[config.mk]
export PLATFORM = sky130hd
export DESIGN_NAME = pga_pot_writer
export DESIGN_NICKNAME = d
export VERILOG_FILES = /design/src/rtl/pga_pot_writer.sv
export SDC_FILE = /design/constraint.sdc
export NUM_CORES = 1
export LEC_CHECK = 0
export ABC_AREA = 0
export CAP_MARGIN = 20
export CORE_MARGIN = 10
export CORE_UTILIZATION = 45
export CTS_CLUSTER_DIAMETER = 200
export DETAILED_ROUTE_END_ITERATION = 6
export SYNTH_ARGS = -nofsm -noshare
export SYNTH_HDL_FRONTEND = slang
export SYNTH_SLANG_ARGS = --single-unit
[constraint.sdc]
create_clock -name clk_i -period 5 [get_ports clk_i]
set_input_delay 1 -clock clk_i [delete_from_list [all_inputs] [get_ports clk_i]]
set_output_delay 1 -clock clk_i [all_outputs]
set_load 0.05 [all_outputs]
[src/rtl/pga_pot_writer.sv]
// Applies a {pot code, HGA bypass} gain request: writes the pot over mode-0 SPI and
// orders the bypass switch around the write so gain transients only ever dip.
module pga_pot_writer #(
    parameter int unsigned CLK_DIV       = 4,
    parameter logic [7:0]  CMD_BYTE      = 8'h11,
    parameter int unsigned SETTLE_CYCLES = 16
) (
    input  logic       clk_i,
    input  logic       rst_ni,
    input  logic [7:0] pga_code_i,
    input  logic       hga_bypass_i,
    input  logic       valid_i,
    output logic       ready_o,
    output logic       sclk_o,
    output logic       mosi_o,
    output logic       cs_no,
    output logic       hga_bypass_o,
    output logic [7:0] applied_code_o,
    output logic       done_o
);

    localparam int unsigned DIV_W = $clog2(CLK_DIV) + 1;
    localparam int unsigned SET_W = $clog2(SETTLE_CYCLES) + 1;
    localparam logic [DIV_W-1:0] DIV_LAST = DIV_W'(CLK_DIV - 1);
    localparam logic [SET_W-1:0] SET_LAST = SET_W'(SETTLE_CYCLES - 1);

    typedef enum logic [3:0] {
        IDLE, BYP_PRE, SETTLE_PRE, CS_SETUP, SHIFT, CS_GAP, BYP_POST, SETTLE_POST, DONE
    } state_e;

    state_e           state_q, state_d;
    logic [DIV_W-1:0] div_q, div_d;
    logic [4:0]       bit_q, bit_d;
    logic [SET_W-1:0] settle_q, settle_d;
    logic [15:0]      shreg_q, shreg_d;
    logic [7:0]       code_q, code_d;
    logic             byp_q, byp_d;
    logic             hga_q, hga_d;
    logic [7:0]       applied_q, applied_d;
    logic             cs_n_q, cs_n_d;
    logic             sclk_q, sclk_d;
    logic             ready;

    assign ready = (state_q == IDLE) || (state_q == DONE);

    always_comb begin
        state_d   = state_q;
        div_d     = div_q;
        bit_d     = bit_q;
        settle_d  = settle_q;
        shreg_d   = shreg_q;
        code_d    = code_q;
        byp_d     = byp_q;
        hga_d     = hga_q;
        applied_d = applied_q;
        cs_n_d    = cs_n_q;
        sclk_d    = sclk_q;
        case (state_q)
            // DONE shares the accept path so back-to-back requests see the updated state
            IDLE, DONE: begin
                state_d = IDLE;
                if (valid_i) begin
                    code_d = pga_code_i;
                    byp_d  = hga_bypass_i;
                    if (pga_code_i == applied_q && hga_bypass_i == hga_q) begin
                        state_d = DONE;
                    end else if (hga_bypass_i && !hga_q) begin
                        state_d = BYP_PRE;
                        hga_d   = 1'b1;
                    end else begin
                        state_d = CS_SETUP;
                        cs_n_d  = 1'b0;
                        shreg_d = {CMD_BYTE, pga_code_i};
                        div_d   = '0;
                    end
                end
            end
            BYP_PRE: begin
                state_d  = SETTLE_PRE;
                settle_d = '0;
            end
            SETTLE_PRE: begin
                if (settle_q == SET_LAST) begin
                    state_d = CS_SETUP;
                    cs_n_d  = 1'b0;
                    shreg_d = {CMD_BYTE, code_q};
                    div_d   = '0;
                end else begin
                    settle_d = settle_q + SET_W'(1);
                end
            end
            CS_SETUP: begin
                if (div_q == DIV_LAST) begin
                    state_d = SHIFT;
                    sclk_d  = 1'b1;
                    div_d   = '0;
                    bit_d   = '0;
                end else begin
                    div_d = div_q + DIV_W'(1);
                end
            end
            SHIFT: begin
                if (div_q == DIV_LAST) begin
                    div_d = '0;
                    if (sclk_q) begin
                        sclk_d  = 1'b0;
                        shreg_d = {shreg_q[14:0], 1'b0};
                    end else if (bit_q == 5'd15) begin
                        state_d   = CS_GAP;
                        cs_n_d    = 1'b1;
                        applied_d = code_q;
                    end else begin
                        bit_d  = bit_q + 5'd1;
                        sclk_d = 1'b1;
                    end
                end else begin
                    div_d = div_q + DIV_W'(1);
                end
            end
            CS_GAP: begin
                if (div_q == DIV_LAST) begin
                    div_d = '0;
                    if (hga_q && !byp_q) begin
                        state_d = BYP_POST;
                        hga_d   = 1'b0;
                    end else begin
                        state_d = DONE;
                    end
                end else begin
                    div_d = div_q + DIV_W'(1);
                end
            end
            BYP_POST: begin
                state_d  = SETTLE_POST;
                settle_d = '0;
            end
            SETTLE_POST: begin
                if (settle_q == SET_LAST) begin
                    state_d = DONE;
                end else begin
                    settle_d = settle_q + SET_W'(1);
                end
            end
            default: state_d = IDLE;
        endcase
    end

    always_ff @(posedge clk_i or negedge rst_ni) begin
        if (!rst_ni) begin
            state_q   <= IDLE;
            div_q     <= '0;
            bit_q     <= '0;
            settle_q  <= '0;
            shreg_q   <= '0;
            hga_q     <= 1'b1;
            applied_q <= 8'h80;
            cs_n_q    <= 1'b1;
            sclk_q    <= 1'b0;
        end else begin
            state_q   <= state_d;
            div_q     <= div_d;
            bit_q     <= bit_d;
            settle_q  <= settle_d;
            shreg_q   <= shreg_d;
            hga_q     <= hga_d;
            applied_q <= applied_d;
            cs_n_q    <= cs_n_d;
            sclk_q    <= sclk_d;
        end
    end

    // Request latches are only read after an accept, so they need no reset
    always_ff @(posedge clk_i) begin
        code_q <= code_d;
        byp_q  <= byp_d;
    end

    assign ready_o        = ready;
    assign done_o         = (state_q == DONE);
    assign sclk_o         = sclk_q;
    assign mosi_o         = shreg_q[15];
    assign cs_no          = cs_n_q;
    assign hga_bypass_o   = hga_q;
    assign applied_code_o = applied_q;

endmodule

# ---- Yosys cells after proc, flatten, opt, wreduce, memory -nomap -nowiden
# Index checks and enable logic that the tools add are counted.
dict set report totals {
  regBits 53
  inputBits 12
  out_inout_bits 14
}
dict set report op_classes {
  bitwise 1
  n_eq_ne 28
  add_sub_neg 3
  n_reduce_logical 26
  muxes 51
}
# cell count
set ops {}
lappend ops {{$mux 16} 6}
lappend ops {{$pmux 16 s3} 1}
lappend ops {{$mux 4} 10}
lappend ops {{$pmux 4 s8} 1}
lappend ops {{$ne 2x2->1 const B} 15}
lappend ops {{$mux 5} 5}
lappend ops {{$pmux 5 s2} 2}
lappend ops {{$eq 4x3->1 const B} 4}
lappend ops {{$mux 1} 16}
lappend ops {{$mux 3} 5}
lappend ops {{$reduce_and 7->1} 2}
lappend ops {{$add 5x1->5 const B} 2}
lappend ops {{$eq 5x4->1 const B} 2}
lappend ops {{$reduce_and 5->1} 2}
lappend ops {{$pmux 3 s3} 1}
lappend ops {{$eq 4x2->1 const B} 2}
lappend ops {{$eq 8x8->1} 1}
lappend ops {{$reduce_and 8->1} 1}
lappend ops {{$reduce_and 6->1} 1}
lappend ops {{$reduce_bool 2->1} 3}
lappend ops {{$reduce_bool 3->1} 2}
lappend ops {{$reduce_or 2->1} 3}
lappend ops {{$eq 4x1->1 const B} 1}
lappend ops {{$eq 4x4->1 const B} 1}
lappend ops {{other kinds (15)} 20}

# ---- Logic depth before layout (Yosys ltp)
dict set report depth {
  ltp_word 6
  ltp_mapped 8
}

# ---- Least setup slack after synthesis
# OpenSTA, ideal clock, no wires.
dict set report synth_timing {
  path_type {register to output}
  start {reg state_q[0]}
  end {out done_o}
  path_stages_with_launch 4
  t_arrival_ns 2.093
  t_required_ns 4.000
  slack_ns 1.907
  cell_sequence {dfrtp_1 buf_6 nor3_2 and2_1}
}
dict set report synth_between {
  elab_chain_len 1
}
# item line_no
set synth_lines {}
lappend synth_lines {{start, declared} 31} ;# state_e state_q, state_d;
lappend synth_lines {{start signal, assigned} 160} ;# state_q <= state_d;
lappend synth_lines {{$eq 4x4->1} 179} ;# assign done_o = (state_q == DONE);
lappend synth_lines {{end, declared} 19} ;# output logic done_o
# No other way between the ends.

# ---- Worst setup path in the final report
# Ends and elaborated chain as after synthesis.

==> flow_summary.yaml <==
outcome:
  status: "completed"
timing:
  fin_crit_ns: 3.66
  min_period_over_period: 0.731
  tns_ns: 0
  rsz0062_at_grt: "no"
  max_freq_mhz: 274
  finClkSkew_ns: 0.00823
  tightest_slew_ns: 0.912
  hold_violations: 0
  setup_slack_ns: 1.34
  relSlewSlack: 0.390
  drv_slew: 0
  setup_violations: 0
die:
  dieHeight_um: 99.5
  dieArea_mm2: 0.00990
  num_rows: 28
  dieWidth_um: 99.5
  initial_core_util: 0.472
  pin_count: 26
  core_area_mm2: 0.00603
finish:
  area_growth_pct: 13.3
  fill_cells: 569
  antennaDiodeCount: 0
  final_layout_size_suffix_gt1_frac: 0.167
  nets: 293
  seqCellArea_mm2: 0.00138
  multi_input_area_mm2: 0.00130
critical_path:
  critical_path_class: "reg2out"
  endpoint: "done_o"
  crit_path_end_kind: "output port"
  r2r_setup_slack_ns: 2.05
  reg2reg_depth: 5
  cp_max_fo: 16
  cpMaxStageDelayCell: "clkdlybuf4s50_1"
  crit_required_ns: 4.00
  path_cells: "nor3_2 > and2_1 > clkdlybuf4s50_1"
  slowest_delay_ns: 0.81
  r2r_end: "shreg_q[4]"
  cp-start-kind: "flip-flop"
  cp.arrival_ns: 2.66
  critPathLaunch: "state_q[0]"
  r2r_start: "state_q[0]"
route:
  route.detailed.drc: 0
  drt_iter0_drc: 81
  wirelength_um: 5840
  wire_per_inst_um: 16.7
  drt_pass1_iterations: 4
  dr_total_vias: 1922
  ant_nets: 0
  drt-vias-per-instance: 5.49
cts:
  path_clk_slew_ns: 0.09
  root_buffer: "clkbuf_8"
  post_cts_buffers: 0
  clk_latency_ns: 0.30
  cts.sinks: 53
  ctsHoldBuffers: 0
  cts_buffer_depth: 2
  post_cts_resized: 0
  ctsHtreeMaxLevel: 2
  cts_buffers: 5
  cts_tree: "built"
synthesis:
  netlist.area_leader.share: 0.361
  synth_edf_count: 9
  synth_seq_cells: 53
  synth_area_leader_cell: "dfrtp_1"
  synth.distinct_cells: 59
  yosysWarnings: 0
  ys.flop_type: "dfrtp_1"
  syn_nets: 268
  syn_area_mm2: 0.00284
  syn_inst: 249
  synthTopCellsByArea: "dfrtp_1, edfxtp_1, mux2_2, nand2_1, ha_1"
  synth_area_per_cell_um2: 11.4
  synthArstFlopShare: 0.830
  synth_seq_area_share: 0.484
placement:
  place_congestion: 0.760
  port-buffer-count: 25
  place_hpwl_um: 4170
  post-place-ws_ns: 1.16
grt:
  grt_util_all_layers: 0.125
  grt_max_degree: 45
  grt.met1_usage: 0.153
  use_met2: 0.204
  grt_overflow: 0
  busiest_layer: "met2"
  met3_usage: 0.0394
  antenna_found_initial: 0
  grt_pass1_wl_um: 10100
  first_global_vias: 2002
power:
  seq_power_share: 0.388
  clkPwrFrac: 0.150
  p_comb_frac: 0.462
  power.switching_uw: 707
  power_per_cell_area_mw_per_mm2: 548
  ir_drop_v: 0.000337
  intPower_mw: 1.06
  p_leak_nw: 1.38
  switching_share: 0.400
flow_run:
  cap_violations: 0
min_path:
  hp-class: "reg2reg"
[cell families after synthesis]
group	share of synthesized area
xor+xnor	0.0308
simple gates	0.166
buf+inv	0.0585
flops	0.484
compound gates	0.128
fa+ha+maj	0.0308
mux	0.102
[synth_stat cells, types with 2 or more instances]
| cell type | n |
|---|---|
| mux2_4 | 4 |
| nand3_1 | 14 |
| a22o_1 | 2 |
| and2_1 | 2 |
| o21ai_0 | 10 |
| nor3_2 | 2 |
| nand2b_1 | 7 |
| nand2_1 | 24 |
| a221oi_1 | 2 |
| a21o_1 | 3 |
| edfxtp_1 | 9 |
| mux2i_1 | 6 |
| o22ai_1 | 2 |
| inv_1 | 16 |
| nor2_1 | 12 |
| and3_1 | 5 |
| dfrtp_1 | 41 |
| o31ai_1 | 2 |
| a21oi_1 | 5 |
| dfstp_2 | 3 |
| mux2_2 | 15 |
| xnor2_1 | 7 |
| nor3_1 | 2 |
| ha_1 | 7 |
| a22oi_1 | 6 |
| xor2_1 | 3 |
| or4b_1 | 2 |
| buf_6 | 5 |
[layer usage]
| layer | up-vias | routed length [um] |
|---|---|---|
| met1 | 945 | 2680 |
| met4 | 0 | 81 |
| met2 | 27 | 2790 |
| met3 | 7 | 285 |
| met5 | - | 0 |
| li1 | 943 | - |
[per-stage QoR]
stage / util / power [mW] / hold WS (ns) / instance area (um2) / instances
CTS: 0.530 / 1.78 / 0.504 / 3190 / 349
global route: 0.535 / 1.91 / 0.537 / 3220 / 350
floorplan: - / 1.38 / 0.450 / 2840 / 249
detailed placement: 0.513 / 1.51 / 0.481 / 3090 / 341
global placement: 0.513 / 1.49 / 0.472 / 3090 / 341
finish: 0.535 / 1.76 / 0.495 / 3220 / 350
[flip-flops by register name, indices dropped and copies added (netlist names), 3 cells and up]
name,flops
shreg_q,16
applied_code_o,8
code_q,8
bit_q,5
settle_q,5
state_q,4
div_q,3
[power groups by stage]
| stage | registers (mW) | clock network, mW | logic (mW) |
|---|---|---|---|
| finish | 0.686 | 0.264 | 0.815 |
| global route | 0.706 | 0.293 | 0.915 |
| CTS | 0.686 | 0.275 | 0.820 |
| detailed placement | 0.693 | 0 | 0.819 |
| global placement | 0.688 | 0 | 0.805 |
| floorplan | 0.649 | 0 | 0.733 |
[worst min path at each step]
stage                     startpoint  endpoint  cells past startpoint
final                       bit_q[4]  bit_q[4]                      2
after global routing        bit_q[4]  bit_q[4]                      2
after CTS                   bit_q[4]  bit_q[4]                      2
after detailed placement    bit_q[4]  bit_q[4]                      2
after global placement      bit_q[4]  bit_q[4]                      2
after floorplan             bit_q[4]  bit_q[4]                      2
[layout by cell type (no fill, tap or decap), types with 3 or more instances in the layout]
cell,instances
dfrtp_1,41
nand2_1,24
clkdlybuf4s50_1,24
inv_1,16
mux2_2,15
nand3_1,14
nor2_1,12
o21ai_0,10
edfxtp_1,9
nand2b_1,7
xnor2_1,7
ha_1,7
mux2i_1,6
a22oi_1,6
and3_1,5
a21oi_1,5
clkbuf_8,5
mux2_4,4
a21o_1,3
xor2_1,3
dfstp_2,3
[worst max-delay path, delay by kind of cell (launching register included)]
kind	cells	cell delay, ns
AND/OR/NAND/NOR	2	0.95
buffers and inverters	1	0.81
flip-flops	1	0.60
[cell type report]
cell class / count / area share
tap: 75 / 0.0291
multi-input combinational: 170 / 0.404
clock inverter: 1 / 0.00155
timing repair buffer: 28 / 0.0893
sequential: 53 / 0.427
clock buffer: 7 / 0.0303
inverter: 16 / 0.0186
Power figures use the tool's default switching activity.
